## config.mk

```make
export PLATFORM = sky130hd
export DESIGN_NAME = sram_arbiter
export DESIGN_NICKNAME = d
export VERILOG_FILES = /design/src/rtl/g76_memory_pkg.sv /design/src/rtl/sram_arbiter.sv
export SDC_FILE = /design/constraint.sdc
export NUM_CORES = 1
export LEC_CHECK = 0
export BUFFER_PORTS_ARGS = -buffer_cell sky130_fd_sc_hd__buf_4
export CORE_UTILIZATION = 50
export DETAILED_ROUTE_END_ITERATION = 16
export HOLD_SLACK_MARGIN = 0.03
export PLACE_DENSITY = 0.93
export REMOVE_ABC_BUFFERS = 1
export SYNTH_ARGS = -nofsm -noshare
export SYNTH_HDL_FRONTEND = slang
export SYNTH_SLANG_ARGS = --single-unit
```

## constraint.sdc

```tcl
create_clock -name clock -period 4.11 [get_ports clock]
set_input_delay 0.822 -clock clock [delete_from_list [all_inputs] [get_ports clock]]
set_output_delay 0.822 -clock clock [all_outputs]
set_load 0.005 [all_outputs]
```

## src/rtl/g76_memory_pkg.sv

```systemverilog
`default_nettype none
// g76_memory_pkg: shared SRAM geometry, types and arbiter enums.
// Revision: 1.0 initial release
package g76_memory_pkg;

   localparam int ADDRESS_WIDTH = 17;
   localparam int DATA_WIDTH    = 8;

   typedef logic [ADDRESS_WIDTH-1:0] memory_address_t;
   typedef logic [DATA_WIDTH-1:0]    memory_data_t;

   typedef enum logic [2:0] {
      IDLE        = 3'd0,
      READ        = 3'd1,
      WRITE_SETUP = 3'd2,
      WRITE_PULSE = 3'd3,
      DONE        = 3'd4
   } arbiter_state_t;

   typedef enum logic [1:0] {
      VIDEO     = 2'd0,
      MCU_WRITE = 2'd1,
      MCU_READ  = 2'd2
   } requester_t;

endpackage
`default_nettype wire

```

## src/rtl/sram_arbiter.sv

```systemverilog
`default_nettype none
// sram_arbiter: video-priority arbiter and pin sequencer for one async SRAM.
// Optional SRAM_ARB_STATS_EN adds the mcuStallCycles counter. Revision: 1.0
module sram_arbiter #(
   parameter int ACCESS_CYCLES = 2,
   parameter int ADDRESS_WIDTH = g76_memory_pkg::ADDRESS_WIDTH,
   parameter int DATA_WIDTH    = g76_memory_pkg::DATA_WIDTH
) (
   input  logic                     clock,
   input  logic                     reset,
   input  logic                     videoReadRequest,
   input  logic [ADDRESS_WIDTH-1:0] videoAddress,
   output logic [DATA_WIDTH-1:0]    videoReadData,
   output logic                     videoReadComplete,
   input  logic                     mcuWriteRequest,
   input  logic                     mcuReadRequest,
   input  logic [ADDRESS_WIDTH-1:0] mcuAddress,
   input  logic [DATA_WIDTH-1:0]    mcuWriteData,
   output logic                     mcuWriteComplete,
   output logic [DATA_WIDTH-1:0]    mcuReadData,
   output logic                     mcuReadComplete,
   output logic [ADDRESS_WIDTH-1:0] sramAddress,
   output logic [DATA_WIDTH-1:0]    sramDataOut,
   input  logic [DATA_WIDTH-1:0]    sramDataIn,
   output logic                     sramDataDrive,
   output logic                     sramChipEnable_n,
   output logic                     sramOutputEnable_n,
   output logic                     sramWriteEnable_n
`ifdef SRAM_ARB_STATS_EN
   ,
   output logic [15:0]              mcuStallCycles
`endif
);

   import g76_memory_pkg::*;

   localparam logic [3:0] c_LAST_COUNT = 4'(ACCESS_CYCLES - 1);

   generate
      if (ACCESS_CYCLES < 1 || ACCESS_CYCLES > 15) begin : g_bad_access_cycles
         $error("sram_arbiter: ACCESS_CYCLES must be within 1..15");
      end
   endgenerate

   arbiter_state_t r_state;
   requester_t     r_requester;
   logic [3:0]     r_count;

   // Complete pulses are raised on entry to DONE, so a requester that drops
   // its request on the pulse is already low when IDLE samples again.
   always_ff @(posedge clock or posedge reset) begin
      if (reset) begin
         r_state            <= IDLE;
         r_requester        <= VIDEO;
         r_count            <= '0;
         sramAddress        <= '0;
         sramDataOut        <= '0;
         sramDataDrive      <= 1'b0;
         sramChipEnable_n   <= 1'b1;
         sramOutputEnable_n <= 1'b1;
         sramWriteEnable_n  <= 1'b1;
         videoReadData      <= '0;
         mcuReadData        <= '0;
         videoReadComplete  <= 1'b0;
         mcuWriteComplete   <= 1'b0;
         mcuReadComplete    <= 1'b0;
      end else begin
         videoReadComplete <= 1'b0;
         mcuWriteComplete  <= 1'b0;
         mcuReadComplete   <= 1'b0;
         case (r_state)
            IDLE: begin
               r_count <= '0;
               if (videoReadRequest) begin
                  r_requester        <= VIDEO;
                  sramAddress        <= videoAddress;
                  sramChipEnable_n   <= 1'b0;
                  sramOutputEnable_n <= 1'b0;
                  r_state            <= READ;
               end else if (mcuWriteRequest) begin
                  r_requester      <= MCU_WRITE;
                  sramAddress      <= mcuAddress;
                  sramDataOut      <= mcuWriteData;
                  sramDataDrive    <= 1'b1;
                  sramChipEnable_n <= 1'b0;
                  r_state          <= WRITE_SETUP;
               end else if (mcuReadRequest) begin
                  r_requester        <= MCU_READ;
                  sramAddress        <= mcuAddress;
                  sramChipEnable_n   <= 1'b0;
                  sramOutputEnable_n <= 1'b0;
                  r_state            <= READ;
               end
            end
            READ: begin
               if (r_count == c_LAST_COUNT) begin
                  if (r_requester == VIDEO) begin
                     videoReadData     <= sramDataIn;
                     videoReadComplete <= 1'b1;
                  end else begin
                     mcuReadData     <= sramDataIn;
                     mcuReadComplete <= 1'b1;
                  end
                  sramOutputEnable_n <= 1'b1;
                  r_count            <= '0;
                  r_state            <= DONE;
               end else begin
                  r_count <= r_count + 4'd1;
               end
            end
            WRITE_SETUP: begin
               sramWriteEnable_n <= 1'b0;
               r_state           <= WRITE_PULSE;
            end
            WRITE_PULSE: begin
               if (r_count == c_LAST_COUNT) begin
                  sramWriteEnable_n <= 1'b1;
                  mcuWriteComplete  <= 1'b1;
                  r_count           <= '0;
                  r_state           <= DONE;
               end else begin
                  r_count <= r_count + 4'd1;
               end
            end
            DONE: begin
               sramChipEnable_n   <= 1'b1;
               sramOutputEnable_n <= 1'b1;
               sramWriteEnable_n  <= 1'b1;
               sramDataDrive      <= 1'b0;
               r_state            <= IDLE;
            end
            default: begin
               sramChipEnable_n   <= 1'b1;
               sramOutputEnable_n <= 1'b1;
               sramWriteEnable_n  <= 1'b1;
               sramDataDrive      <= 1'b0;
               r_count            <= '0;
               r_state            <= IDLE;
            end
         endcase
      end
   end

`ifdef SRAM_ARB_STATS_EN
   logic        w_mcu_waiting;
   logic [15:0] r_stall_count;

   // IDLE counts as waiting too: the MCU has not been granted yet.
   assign w_mcu_waiting = (mcuWriteRequest || mcuReadRequest) &&
                          !((r_state != IDLE) && (r_requester != VIDEO));

   always_ff @(posedge clock or posedge reset) begin
      if (reset) begin
         r_stall_count <= '0;
      end else if (w_mcu_waiting && (r_stall_count != 16'hFFFF)) begin
         r_stall_count <= r_stall_count + 16'd1;
      end
   end

   assign mcuStallCycles = r_stall_count;
`endif

endmodule
`default_nettype wire

```

==> impl_metrics.json, run 1 <==
{
  "worstSetupStartpoint": "r_count[1]",
  "cts_max_level": 3,
  "synthFlopType": "dfrtp_1",
  "drt-total-wl_um": 5850,
  "fillerInstances": 335,
  "path_clk_slew_ns": 0.06,
  "synth_area_um2": 2530,
  "multi_input_area_um2": 1050,
  "firstDrtPassIters": 4,
  "yosys-top-cells-area": "dfrtp_1 (53%), mux2_2 (26%), dfstp_2 (3.1%)",
  "synth_edf_count": 0,
  "worstMarginPinSlew_ns": 0.699,
  "overflow": 0,
  "powerDensity_nw_per_um2": 731,
  "track_usage": 0.248,
  "drc": 0,
  "path_class": "flop to flop",
  "grt_pass1_wl_um": 9600,
  "drive_above_1_share": 0.625,
  "hold_path_class": "flop to flop",
  "power.leakage_nw": 1.69,
  "root_buffer": "clkbuf_8",
  "io_pins": 103,
  "syn_avg_cell_area_um2": 13.8,
  "detailedPlacementHpwl_um": 4230,
  "seq_area_um2": 1430,
  "synth.distinct_cells": 36,
  "grt_pass1_vias": 2050,
  "vias_per_cell": 5.26,
  "die_w_um": 73.2,
  "initial_core_util": 0.529,
  "final_area_um2": 3550,
  "layout.nets": 348,
  "setup_viol": 0,
  "cts-resized-gates": 0,
  "cts.hold.buffers_added": 0,
  "clockBufferDepth": 2,
  "cts-buffers-inserted": 9,
  "place_congestion": 0.819,
  "synth_top_family_by_area": "multiplexers",
  "dieArea_um2": 5350,
  "max_freq_ghz": 0.464,
  "synth_xor_area_frac": 0.00692,
  "synth_top_area_share": 0.534,
  "cts_tree": "yes",
  "timing_hold_violations_final": 0,
  "rrSetupSlack_ns": 1.96,
  "reg2reg_to": "mcuReadData[5]",
  "yosys.area_share.simple": 0.0815,
  "crit_end": "mcuReadData[5]",
  "postCtsSetupRepairBufs": 0,
  "row_count": 25,
  "rsz0062_at_grt": "no",
  "slew_headroom": 0.534,
  "clkLatencyLatePin_ns": 0.33,
  "ys_async_sr_fraction": 1.00,
  "setup_tns_ns": 0,
  "area_growth_pct": 40.0,
  "grt_max_degree": 58,
  "synth.most_common_cell": "mux2_2",
  "placed_area_um2": 3370,
  "io_buffers": 102,
  "drtIter0Drc": 116,
  "yosysWarnings": 0,
  "core_um2": 4790,
  "finalCritPeriodShare": 0.524,
  "cp.arrival_ns": 2.36,
  "timing.rr.start": "r_count[1]",
  "crit_path_start_kind": "flop",
  "cp_max_fo": 8,
  "route.vias.total": 1911,
  "finalCriticalPeriod_ns": 2.15,
  "utilization": 0.741,
  "min_path_cells": 1,
  "diodes": 0,
  "outcome": "completed",
  "synth.area.mux_share": 0.266,
  "crit_required_ns": 4.32,
  "synth_seq_area_share": 0.565,
  "netlist_instances": 183,
  "clock_skew_ns": 0.0101,
  "ir_worst_vdd_v": 0.000462,
  "ys_seq_elements": 57,
  "antenna_found_initial": 0,
  "cts_sinks": 57,
  "synth_fa_ha_area_frac": 0.00988,
  "slew_violations": 0,
  "synth_compound_area_frac": 0.0494,
  "maxCapViolations": 0,
  "synth_top_area_cell": "dfrtp_1",
  "routedWlPerCell_um": 16.1,
  "reg2regPathDepth": 5,
  "die_h_um": 73.2,
  "yosys-top-cells-count": "mux2_2 (59), dfrtp_1 (54), nor2_1 (7)",
  "detail-route-antenna-nets": 0,
  "cp-end-kind": "flop"
}
[cells in the final DEF, fill, tap and decap left out, types with 3 or more instances in the layout]
cell type	count
clkbuf_1	3
clkinv_2	3
clkbuf_8	9
mux2_2	59
dfrtp_1	54
nor2b_1	4
a21oi_1	4
dfstp_2	3
a21o_1	3
nor2_1	7
nor3_1	3
inv_1	5
nand2_1	3
buf_4	104
[registers in the layout, summed over array words and instances, names as in the netlist]
signal,cells
videoReadComplete,1
sramOutputEnable_n,1
videoReadData,8
mcuReadData,8
mcuReadComplete,1
sramChipEnable_n,1
mcuWriteComplete,1
r_state,3
r_count,4
sramDataDrive,1
sramAddress,17
sramWriteEnable_n,1
sramDataOut,8
r_requester,2
[power by group]
group,switching [mW],total [mW],internal (mW)
Sequential,0.202,1.04,0.842
Clock,0.207,0.485,0.277
Combinational,0.404,1.06,0.661
Total,0.813,2.59,1.78
[how the worst min path moves through the flow]
stage | from | end
floorplan | r_requester[0] | videoReadComplete
global placement | r_requester[0] | videoReadComplete
detailed placement | r_requester[0] | videoReadComplete
CTS | r_requester[0] | videoReadComplete
global route | r_requester[0] | videoReadComplete
finish | r_requester[0] | videoReadComplete
[area by class of cell]
cell class                      instances  area share
Clock buffer                           12      0.0381
Tap cell                               67      0.0236
Multi-Input combinational cell        113       0.296
Inverter                                6     0.00635
Clock inverter                          4      0.0127
Timing Repair Buffer                  104       0.220
Sequential cell                        57       0.403
[kinds of logic (layout without fill, tap and decap cells)]
family,after synthesis,after routing
fa+ha+maj,2,2
xor+xnor,2,2
simple gates,31,31
compound gates,18,18
flops,57,57
buf+inv,13,126
mux,60,60
[critical path, cell delays in order, from the launching register on]
cell and delay [ns]:
dfrtp_1 0.41, inv_1 0.08, ha_1 0.16, or3b_4 0.43, nor4_4 0.55, mux2_2 0.40
[stage by stage]
stage	hold slack (ns)	worst slack [ns]	cells	total power [mW]
6_report	0.458	1.96	363	2.59
5_1_grt	0.479	1.84	363	2.75
4_1_cts	0.455	1.93	363	2.61
3_5_place_dp	0.450	1.94	347	2.12
3_3_place_gp	0.446	1.99	347	2.05
2_1_floorplan	0.432	1.88	176	1.56
[metal layers]
| metal | wire length, µm | vias to the layer above | GRT usage |
|---|---|---|---|
| li1 | - | 876 | - |
| met1 | 2200 | 937 | 0.274 |
| met3 | 374 | 14 | 0.0691 |
| met5 | 0 | - | 0 |
| met4 | 162 | 0 | 0.129 |
| met2 | 3120 | 84 | 0.435 |
(Power assumes the default switching activity.)
==> run 2, diff against run 1 <==
--- a/config.mk
+++ b/config.mk
@@ -5,11 +5,12 @@
 export SDC_FILE = /design/constraint.sdc
 export NUM_CORES = 1
 export LEC_CHECK = 0
+export ABC_AREA = 1
 export BUFFER_PORTS_ARGS = -buffer_cell sky130_fd_sc_hd__buf_4
-export CORE_UTILIZATION = 50
+export CORE_UTILIZATION = 43
 export DETAILED_ROUTE_END_ITERATION = 16
 export HOLD_SLACK_MARGIN = 0.03
-export PLACE_DENSITY = 0.93
+export PLACE_DENSITY = 0.86
 export REMOVE_ABC_BUFFERS = 1
 export SYNTH_ARGS = -nofsm -noshare
 export SYNTH_HDL_FRONTEND = slang
==> constraint.sdc (replaced) <==
create_clock -name clock -period 1.97 [get_ports clock]
set_input_delay 0.394 -clock clock [delete_from_list [all_inputs] [get_ports clock]]
set_output_delay 0.394 -clock clock [all_outputs]
set_load 0.005 [all_outputs]
==> run 2 against run 1 <==
Net effect: register-to-register slack worse by 1.5 ns; critical path depth grew 2; combinational power up 120%; highest routed layer unchanged; core utilization shrank 9.6 points; largest power group unchanged; sequential share of layout area decreased by 1.0 points; critical path type unchanged; non-clock buffer count rose by 2; critical endpoint is now mcuReadData[1]; area after synthesis grew 1.4%.
==> impl_metrics.json, run 2 <==
{
  "drtIter0Drc": 102,
  "initial_core_util": 0.455,
  "power.leakage_nw": 1.91,
  "finalCriticalPeriod_ns": 1.56,
  "powerDensity_nw_per_um2": 1550,
  "worstMarginPinSlew_ns": 0.781,
  "yosys-top-cells-area": "dfrtp_1 (53%), mux2i_1 (7.0%), nand2_1 (5.7%)",
  "timing_hold_violations_final": 0,
  "synth_top_area_share": 0.526,
  "firstDrtPassIters": 5,
  "setup_tns_ns": 0,
  "synth_xor_area_frac": 0.00341,
  "dieArea_um2": 6290,
  "synth_top_family_by_area": "compound AO/OA/AOI/OAI gates",
  "synth_compound_area_frac": 0.146,
  "area_growth_pct": 41.6,
  "crit_required_ns": 2.17,
  "drt-total-wl_um": 5500,
  "maxCapViolations": 0,
  "core_um2": 5640,
  "track_usage": 0.198,
  "finalCritPeriodShare": 0.790,
  "outcome": "completed",
  "rsz0062_at_grt": "no",
  "ys_async_sr_fraction": 1.00,
  "slew_headroom": 0.479,
  "detailedPlacementHpwl_um": 4230,
  "swShare": 0.340,
  "yosysWarnings": 0,
  "largest_register_ff_count": 17,
  "max_freq_ghz": 0.643,
  "multi_input_area_um2": 952,
  "placed_area_um2": 3410,
  "cts-resized-gates": 0,
  "whs_ns": 0.0719,
  "cp_max_fo": 17,
  "overflow": 0,
  "place_congestion": 0.870,
  "setup_viol": 0,
  "vias_per_cell": 4.82,
  "slowest_delay_ns": 0.39,
  "synth_seq_area_share": 0.557,
  "io_buffers": 102,
  "drive_above_1_share": 0.429,
  "crit_path_cell_trace": "inv_1 > ha_1 > nand2_1 > nor2_2 > o21ai_2 > nand2_1 > o21ai_2",
  "diodes": 0,
  "route.vias.total": 2121,
  "slew_violations": 0,
  "synth_fa_ha_area_frac": 0.00974,
  "synth.distinct_cells": 28,
  "final_common_cell": "buf_4",
  "cts.hold.buffers_added": 0,
  "row_count": 27,
  "io_pins": 103,
  "p_total_mw": 5.62,
  "grt_max_degree": 39,
  "synthFlopType": "dfrtp_1",
  "drc": 0,
  "cts_sinks": 57,
  "die_w_um": 79.3,
  "final_area_um2": 3640,
  "synth.area.mux_share": 0.0701,
  "hold_path_class": "input pin to async pin",
  "cp.arrival_ns": 1.75,
  "cts_max_level": 3,
  "clock_skew_ns": 0.00577,
  "yosys-top-cells-count": "dfrtp_1 (54), nand2_1 (39), nor2_1 (30)",
  "final_cells": 440,
  "placed_cells": 425,
  "path_clk_slew_ns": 0.06,
  "ys_seq_elements": 57,
  "synth_area_um2": 2570,
  "grt_pass1_vias": 2173,
  "cts_tree": "yes",
  "clkLatencyLatePin_ns": 0.33,
  "seq_area_um2": 1430,
  "root_buffer": "clkbuf_8",
  "top_register": "sramAddress",
  "p_int_mw": 3.71,
  "synth_edf_count": 0,
  "antenna_found_initial": 0,
  "pwr-share-comb": 0.405,
  "netlist_instances": 256,
  "synth.most_common_cell": "dfrtp_1",
  "fillerInstances": 466,
  "cp-end-kind": "flop",
  "synth_top_area_cell": "dfrtp_1",
  "ir_worst_vdd_v": 0.000781,
  "crit_path_start_kind": "flop",
  "cpMaxStageDelayCell": "dfrtp_1",
  "path_class": "flop to flop",
  "clockBufferDepth": 2,
  "postCtsSetupRepairBufs": 0,
  "cts-buffers-inserted": 9,
  "yosys.area_share.simple": 0.141,
  "clkPwrFrac": 0.226,
  "detail-route-antenna-nets": 0,
  "syn_avg_cell_area_um2": 10.0,
  "routedWlPerCell_um": 12.5,
  "layout.nets": 421,
  "layout_common_cells": "buf_4 (104), dfrtp_1 (54), nand2_1 (39)",
  "seqPwrFrac": 0.368,
  "switching_power_mw": 1.91,
  "die_h_um": 79.3,
  "grt_pass1_wl_um": 9420
}
==> run 2: changes by cell type after synthesis, sizes merged, moves of 17 or more <==
cell   delta
mux2     -59
nand2    +39
o21ai    +27
nor2     +26
inv      +24
a21oi    +17
mux2i    +17
==> run 2: area by class of cell <==
| type | count | area share |
|---|---|---|
| multi-input cells | 160 | 0.262 |
| inverters | 30 | 0.0310 |
| well taps | 72 | 0.0248 |
| flip-flops and latches | 57 | 0.393 |
| clock inverters | 6 | 0.0296 |
| repair buffers | 106 | 0.226 |
| clock buffers | 9 | 0.0341 |
==> run 2: kinds of logic (layout without fill, tap and decap cells) <==
kind of cell / Yosys count / in the layout
adders and majority gates: 2 / 2
AOI/OAI and AO/OA: 53 / 53
xor gates and xnor gates: 1 / 1
buffers and inverters: 39 / 151
and+or+nand+nor: 86 / 86
muxes: 18 / 18
DFF: 57 / 57
==> run 2: layer usage <==
metal / up-vias / share of wire / GRT usage
met3: 9 / 0.065 / 0.0632
met5: - / 0 / 0
met4: 0 / 0.012 / 0.0745
li1: 1041 / - / -
met1: 997 / 0.40 / 0.220
met2: 74 / 0.52 / 0.350
==> run 2: stage by stage <==
| step | setup slack [ns] | util |
|---|---|---|
| after floorplan | 0.181 | - |
| after global placement | 0.496 | 0.604 |
| after detailed placement | 0.421 | 0.604 |
| after CTS | 0.422 | 0.645 |
| after global routing | 0.269 | 0.645 |
| final | 0.414 | 0.645 |
==> run 2: critical path, delay by kind of cell (launching register included) <==
family,cells,cell delay (ns)
buffers and inverters,1,0.08
adder cells (fa/ha/maj),1,0.15
AO/OA/AOI/OAI,2,0.31
AND/OR/NAND/NOR,3,0.50
flip-flops,1,0.39
==> run 2: worst paths after layout <==
| check | start | endpoint | cells past startpoint | slack [ns] |
|---|---|---|---|---|
| max | r_count[1] | mcuReadData[1] | 7 | 0.41 |
| min | reset | videoReadData[2] | 2 | 0.07 |
| max reg2reg | r_count[1] | mcuReadData[1] | 7 | 0.41 |
| min reg2reg | sramDataOut[2] | sramDataOut[2] | 2 | 0.49 |
| max in group asynchronous | reset | sramChipEnable_n | 3 | 1.29 |
| min in group clock | mcuWriteData[2] | sramDataOut[2] | 3 | 0.32 |
==> run 2: power by group through the flow <==
stage	Sequential, mW	Clock [mW]	Combinational (mW)
2_1_floorplan	2.08	0	1.16
3_3_place_gp	2.06	0	2.22
3_5_place_dp	2.09	0	2.32
4_1_cts	2.07	1.31	2.32
5_1_grt	2.13	1.36	2.58
6_report	2.07	1.27	2.28
